[config.mk]
export PLATFORM = sky130hd
export DESIGN_NAME = mem_arbiter
export DESIGN_NICKNAME = d
export VERILOG_FILES = /design/src/rtl/mem_arbiter_pkg.sv /design/src/rtl/mem_arbiter_timer.sv /design/src/rtl/mem_arbiter.sv
export SDC_FILE = /design/constraint.sdc
export NUM_CORES = 1
export LEC_CHECK = 0
export ABC_CLOCK_PERIOD_IN_PS = 2700
export CORE_UTILIZATION = 46
export CTS_CLUSTER_DIAMETER = 120
export CTS_CLUSTER_SIZE = 24
export DETAILED_ROUTE_END_ITERATION = 16
export PLACE_DENSITY_LB_ADDON = 0.3
export SKIP_CTS_REPAIR_TIMING = 1
export SLEW_MARGIN = 20
export SYNTH_ARGS = -nofsm -noshare
export SYNTH_HDL_FRONTEND = slang
export SYNTH_SLANG_ARGS = --single-unit
[constraint.sdc]
create_clock -name clk -period 2.7 [get_ports clk]
set_clock_uncertainty 0.2 [all_clocks]
set_input_delay 0.54 -clock clk [delete_from_list [all_inputs] [get_ports clk]]
set_output_delay 0.54 -clock clk [all_outputs]
set_load 0.05 [all_outputs]
[src/rtl/mem_arbiter_pkg.sv]
// mem_arbiter_pkg: shared state encodings and constants for the memory arbiter
package mem_arbiter_pkg;
   typedef enum logic [1:0] {
      ARB_IDLE = 2'd0,
      ARB_DATA = 2'd1,
      ARB_INST = 2'd2
   } arb_state_e;
   localparam logic [3:0] ARB_SEL_ALL = 4'b1111;
endpackage

[src/rtl/mem_arbiter_timer.sv]
// mem_arbiter_timer: bus-cycle counter that flags when TIMEOUT cycles have elapsed without an ack
module mem_arbiter_timer #(
   parameter int TIMEOUT = 15
) (
   input  logic clk,
   input  logic rst,
   input  logic clr,
   input  logic en,
   output logic done
);
   localparam int W = $clog2(TIMEOUT + 1);
   logic [W-1:0] cnt;
   // count waited bus cycles, holding at TIMEOUT until cleared by the next grant
   always_ff @(posedge clk or negedge rst) begin
      if (!rst) cnt <= '0;
      else if (clr) cnt <= '0;
      else if (en && !done) cnt <= cnt + 1'b1;
   end
   assign done = (cnt == W'(TIMEOUT));
endmodule

[src/rtl/mem_arbiter.sv]
// mem_arbiter: round-robin sharing of one memory bus between instruction fetch and data access
module mem_arbiter
   import mem_arbiter_pkg::*;
#(
   parameter int ADDR_W  = 32,
   parameter int DATA_W  = 32,
   parameter int TIMEOUT = 15
) (
   input  logic              clk,
   input  logic              rst,
   input  logic              i_req,
   input  logic [ADDR_W-1:0] i_addr,
   output logic [DATA_W-1:0] i_rdata,
   output logic              i_ack,
   input  logic              d_req,
   input  logic              d_we,
   input  logic [ADDR_W-1:0] d_addr,
   input  logic [DATA_W-1:0] d_wdata,
   input  logic [3:0]        d_sel,
   output logic [DATA_W-1:0] d_rdata,
   output logic              d_ack,
   output logic              bus_cyc,
   output logic              bus_we,
   output logic [ADDR_W-1:0] bus_addr,
   output logic [DATA_W-1:0] bus_wdata,
   output logic [3:0]        bus_sel,
   input  logic [DATA_W-1:0] bus_rdata,
   input  logic              bus_ack,
   output logic              stall_o,
   output logic              err_o
);
   arb_state_e state, nxt;
   logic last_inst, wait_i, wait_d, idle, pick_d, pick_i, go, fin, abort, done;
   // a request whose ack is pulsing this cycle is already served and must not be granted again
   assign wait_i  = i_req & ~i_ack;
   assign wait_d  = d_req & ~d_ack;
   assign stall_o = wait_i | wait_d;
   mem_arbiter_timer #(.TIMEOUT(TIMEOUT)) u_timer (
      .clk (clk),
      .rst (rst),
      .clr (go),
      .en  (~idle & ~bus_ack),
      .done(done)
   );
   // state register
   always_ff @(posedge clk or negedge rst) begin
      if (!rst) state <= ARB_IDLE;
      else state <= nxt;
   end
   // next state: grant from idle, return to idle on ack or timeout
   always_comb begin
      nxt = idle ? (pick_d ? ARB_DATA : pick_i ? ARB_INST : ARB_IDLE)
                 : ((fin | abort) ? ARB_IDLE : state);
   end
   // control decode: data wins a tie only when fetch was granted last; ack beats timeout
   always_comb begin
      idle   = (state == ARB_IDLE);
      pick_d = idle & wait_d & (~wait_i | last_inst);
      pick_i = idle & wait_i & ~pick_d;
      go     = pick_d | pick_i;
      fin    = ~idle & bus_ack;
      abort  = ~idle & ~bus_ack & done;
   end
   // bus request latching and response capture
   always_ff @(posedge clk or negedge rst) begin
      if (!rst) begin
         last_inst <= 1'b1;
         bus_cyc   <= 1'b0;
         bus_we    <= 1'b0;
         bus_addr  <= '0;
         bus_wdata <= '0;
         bus_sel   <= '0;
         i_rdata   <= '0;
         d_rdata   <= '0;
         i_ack     <= 1'b0;
         d_ack     <= 1'b0;
         err_o     <= 1'b0;
      end else begin
         i_ack <= 1'b0;
         d_ack <= 1'b0;
         err_o <= 1'b0;
         if (go) begin
            last_inst <= pick_i;
            bus_cyc   <= 1'b1;
            bus_we    <= pick_d & d_we;
            bus_addr  <= pick_d ? d_addr : i_addr;
            bus_wdata <= pick_d ? d_wdata : '0;
            bus_sel   <= pick_d ? d_sel : ARB_SEL_ALL;
         end
         if (fin | abort) begin
            bus_cyc <= 1'b0;
            err_o   <= abort;
            i_ack   <= (state == ARB_INST);
            d_ack   <= (state == ARB_DATA);
            if (state == ARB_INST) i_rdata <= fin ? bus_rdata : '0;
            if (state == ARB_DATA && (abort || !bus_we)) d_rdata <= fin ? bus_rdata : '0;
         end
      end
   end
endmodule

**After elaboration in Yosys (flattened, before gate mapping)**

Cells that the tools add are included.

- Register bits after elaboration: 144
- Bits of input ports: 138

- Bitwise gates (word level): 20
- Reductions and logical operators: 11
- Equality and inequality tests: 3
- Mux-type cells: 15
- $add $sub $neg: 1

Operators by type and width:

| operator | number |
|---|---|
| $mux W32 | 3 |
| $mux W4 | 3 |
| $and A1 B1 Y1 | 10 |
| $mux W2 | 4 |
| $not A1 Y1 | 6 |
| $reduce_bool A2 Y1 | 3 |
| $mux W1 | 5 |
| $add A4 B1 Y4 const B | 1 |
| $eq A4 B4 Y1 const B | 1 |
| $or A1 B1 Y1 | 4 |
| $reduce_and A2 Y1 | 2 |
| $eq A2 B1 Y1 const B | 1 |
| $eq A2 B2 Y1 const B | 1 |
| $logic_and A1 B1 Y1 | 2 |
| $logic_not A1 Y1 | 2 |
| $logic_not A2 Y1 | 1 |
| $logic_or A1 B1 Y1 | 1 |

**Logic depth before layout (Yosys ltp)**

- Depth after elaboration: 10
- Depth in mapped cells: 6
- Depth with buffers taken out: 4

**Modules after synthesis**

A second synthesis with hierarchy kept.

- Cells, all modules: 495
- Area total of the unflattened synthesis: 6202.2 um^2

Modules (own cells, without submodules):

| module | area an instance (um^2) | times used | cells each |
|---|---|---|---|
| mem_arbiter | 5973.2 | 1 | 475 |
| mem_arbiter_timer | 229.0 | 1 | 20 |

**Worst setup path before layout**

No wires, ideal clock.

- Kind: reg2out
- From: register d_ack
- To: output stall_o
- Data required time: 1.960 ns
- Slack: 0.377 ns
- Stages on the path, launching flop included: 5
- Arrival: 1.583 ns
- Path through: dfrtp_1 nor2b_1 buf_2 clkbuf_1 or2_2

- Word-level cells in the longest chain between the ends: 3

RTL lines:

| item | RTL line | text |
|---|---|---|
| start: declaration | mem_arbiter.sv:21 | `output logic d_ack,` |
| start signal: assignment | mem_arbiter.sv:94 | `d_ack <= (state == ARB_DATA);` |
| $not A1 Y1 | mem_arbiter.sv:36 | `assign wait_d = d_req & ~d_ack;` |
| $and A1 B1 Y1 | mem_arbiter.sv:36 |  |
| $or A1 B1 Y1 | mem_arbiter.sv:37 | `assign stall_o = wait_i \| wait_d;` |
| end: declaration | mem_arbiter.sv:29 | `output logic stall_o,` |

No other way between the ends.

**Worst setup path after layout**

- From: register i_ack
- To: output i_ack

RTL lines:

| item | RTL line | text |
|---|---|---|
| start: declaration | mem_arbiter.sv:14 | `output logic i_ack,` |
| start signal: assignment | mem_arbiter.sv:93 | `i_ack <= (state == ARB_INST);` |

No word-level cell between the ends.

==> run summary <==
Placer Congestion -> 0.861
Tot GR Track Use -> 0.282
Min-delay worst type -> flip-flop to flip-flop
DP Area -> 9460 sq um
CTS root buf -> clkbuf_16
Count of final hold-check violations -> 0
Final Non-Filler Cells -> 1055
Die area -> 14600 sq um
Setup tns final -> 0 ns
DR vias/cell -> 5.65
YS warnings -> 0
Syn_nets -> 748
Chip height -> 121 um
Max-slew violation count -> 0
Pleak -> 4.12 nW
Core ar. -> 13800 sq um
Initial Util -> 0.471
Avg WL per Cell -> 19.3 um
Antenna violations before repair -> 1
Layout cell share with drive strength beyond 1 -> 0.118
Crit path max-delay family -> buffers and inverters
I/O pin count -> 276
Measured slew at the worst slew-check pin -> 0.569 ns
Cell Rows -> 43
Post-synth ARST share -> 1.00
# setup viols final -> 0
Global-route wire length before repair -> 31600 um
Arrival time at the worst endpoint -> 1.73 ns
Crit. End Element -> output pin
Power per Cell Area -> 1420 nW/um^2
Peak VDD IR -> 1.01 mV
Total grt overflow -> 0
Cell taking the most area after synthesis -> dfrtp_1
Crit-path cells -> clkdlybuf4s50_1
DR pass1 iterations -> 5
DR vias -> 5965
H-tree Lvls -> 4
Leading register cell type out of synthesis -> dfrtp_1
Area share of the largest cell type after synthesis -> 0.550
EDFF count, synth -> 0
Residual DRC count -> 0
CTS tree -> done
Reg clk slew, reported paths -> 0.05 ns
Outcome -> complete, no violations
Seq cells post-synth -> 144
Seq/Total Area, Yosys -> 0.554
Number of distinct library cells after synthesis -> 42
WP buf/inv -> 1
Num CTS Buffers -> 17
Fin crit period -> 2.47 ns
RSZ-0062 raised after global routing -> false
Bufs on Longest Clock Path -> 2
CP max FO -> 4
Relative slew slack -> 0.620
Crit-path slowest cell -> clkdlybuf4s50_1
Area contributors post-synth -> dfrtp_1 (55%), o21ai_0 (4.6%), a22o_1 (4.4%)
Post-Route WL -> 20400 um
CP startpoint kind -> flip-flop
Post-placement cell count -> 1023
Vias in the first global route -> 6084
Final instance area -> 10000 sq um
DIE WIDTH -> 121 um
Clock latency on the worst-skew pair -> 0.41 ns
Post-DRT Antenna Nets -> 0
Nets -> 1002
Critical path type -> flip-flop to output pin
Syn_area_per_cell -> 10.7 sq um
Crit-path max cell delay -> 0.88 ns
Gate Count Post-Synth -> 609
Sink Count -> 144
Period utilization -> 0.914
Fmax -> 405 MHz
IO buf count -> 275
Layout filler cell count -> 948
DPL Wire Length -> 13900 um
Area Overhead vs Synth -> 54.2%
Largest net degree at the start of global routing -> 53
Worst EP required -> 1.96 ns
Drt initial violations -> 496
Mapped cell area -> 6510 sq um
Diodes inserted -> 0
Max-Cap Viols -> 0
## cells by family (layout without fill, tap and decap cells)
family                   after synthesis  in the layout  share of synthesized area
buffers and inverters                 99            365                     0.0661
AO/OA/AOI/OAI                        212            212                      0.227
AND/OR/NAND/NOR                      153            153                      0.152
adder cells (fa/ha/maj)                1              1                    0.00192
flip-flops                           144            144                      0.554
## cell usage in the layout, fill, tap and decap left out, types with 17 or more instances in the layout
cell             Yosys  final
o221ai_1            32     32
nand2_1             68     68
nand4b_1            32     32
a21oi_1             36     36
clkbuf_16            0     17
clkdlybuf4s50_1      0    272
dfrtp_1            143    143
or3b_2              32     32
inv_1               33     33
o21ai_0             60     60
buf_4                1     23
o2bb2ai_1           32     32
a22o_1              33     33
## state kept, by name (all words and copies together) (netlist names)
register     flops
i_rdata         32
bus_cyc          1
d_ack            1
state            2
err_o            1
bus_we           1
u_timer.cnt      4
i_ack            1
bus_wdata       32
bus_sel          4
bus_addr        32
last_inst        1
d_rdata         32
## synthesized netlist by cell type (2+ instances only)
cell       count
or3b_2        32
nor3_1         2
o21ai_0       60
a22o_1        33
nand4b_1      32
buf_2         20
o221ai_1      32
buf_6          4
or4_1          2
o22a_1         5
a32o_1         2
o31ai_1        2
nor2b_1        2
buf_1          2
a21oi_1       36
o2bb2ai_1     32
dfrtp_1      143
inv_1         33
clkbuf_1      39
nand3_1        2
nand2_1       68
o21ai_1        6
## final timing paths
kind | from | endpoint | slack [ns] | cells past startpoint
worst min-delay path | bus_addr[18] | bus_addr[18] | 0.29 | 1
worst max-delay path | i_ack | i_ack | 0.23 | 1
worst max register to register | state[1] | d_rdata[10] | 0.68 | 5
worst min register to register | bus_addr[18] | bus_addr[18] | 0.29 | 1
min in group asynchronous | rst | i_rdata[18] | 0.39 | 2
max in group asynchronous | rst | bus_wdata[27] | 1.19 | 3
## per-stage QoR
step / total power, W / util / setup slack, ns / hold slack (ns)
finish: 0.0143 / 0.726 / 0.232 / 0.288
global route: 0.0149 / 0.726 / 0.177 / 0.300
CTS: 0.0143 / 0.725 / 0.217 / -0.184
detailed placement: 0.0120 / 0.684 / 0.187 / 0.262
global placement: 0.0118 / 0.684 / 0.264 / 0.261
floorplan: 0.00909 / - / 0.377 / 0.0444
## power breakdown
part | internal [W] | switching (W)
Sequential | 0.00316 | 0.000678
Combinational | 0.00281 | 0.00539
Clock | 0.00136 | 0.000875
## metal layers
metal	global-route usage	wire, um	vias up	part of all wire
li1	-	-	2744	-
met1	0.353	8350	2888	0.41
met2	0.464	10100	288	0.49
met3	0.0714	1420	43	0.070
met4	0.120	542	2	0.027
met5	0	9	-	0.00044
## final cells by class
type / instances / area (sq um) / share of cell area
Inverter: 33 / 124 / 0.0123
Clock buffer: 23 / 488 / 0.0486
Clock inverter: 8 / 80.1 / 0.00798
Timing Repair Buffer: 301 / 3000 / 0.299
Tap cell: 180 / 225 / 0.0224
Sequential cell: 144 / 3600 / 0.359
Multi-Input combinational cell: 366 / 2520 / 0.251
(Power assumes the default switching activity.)
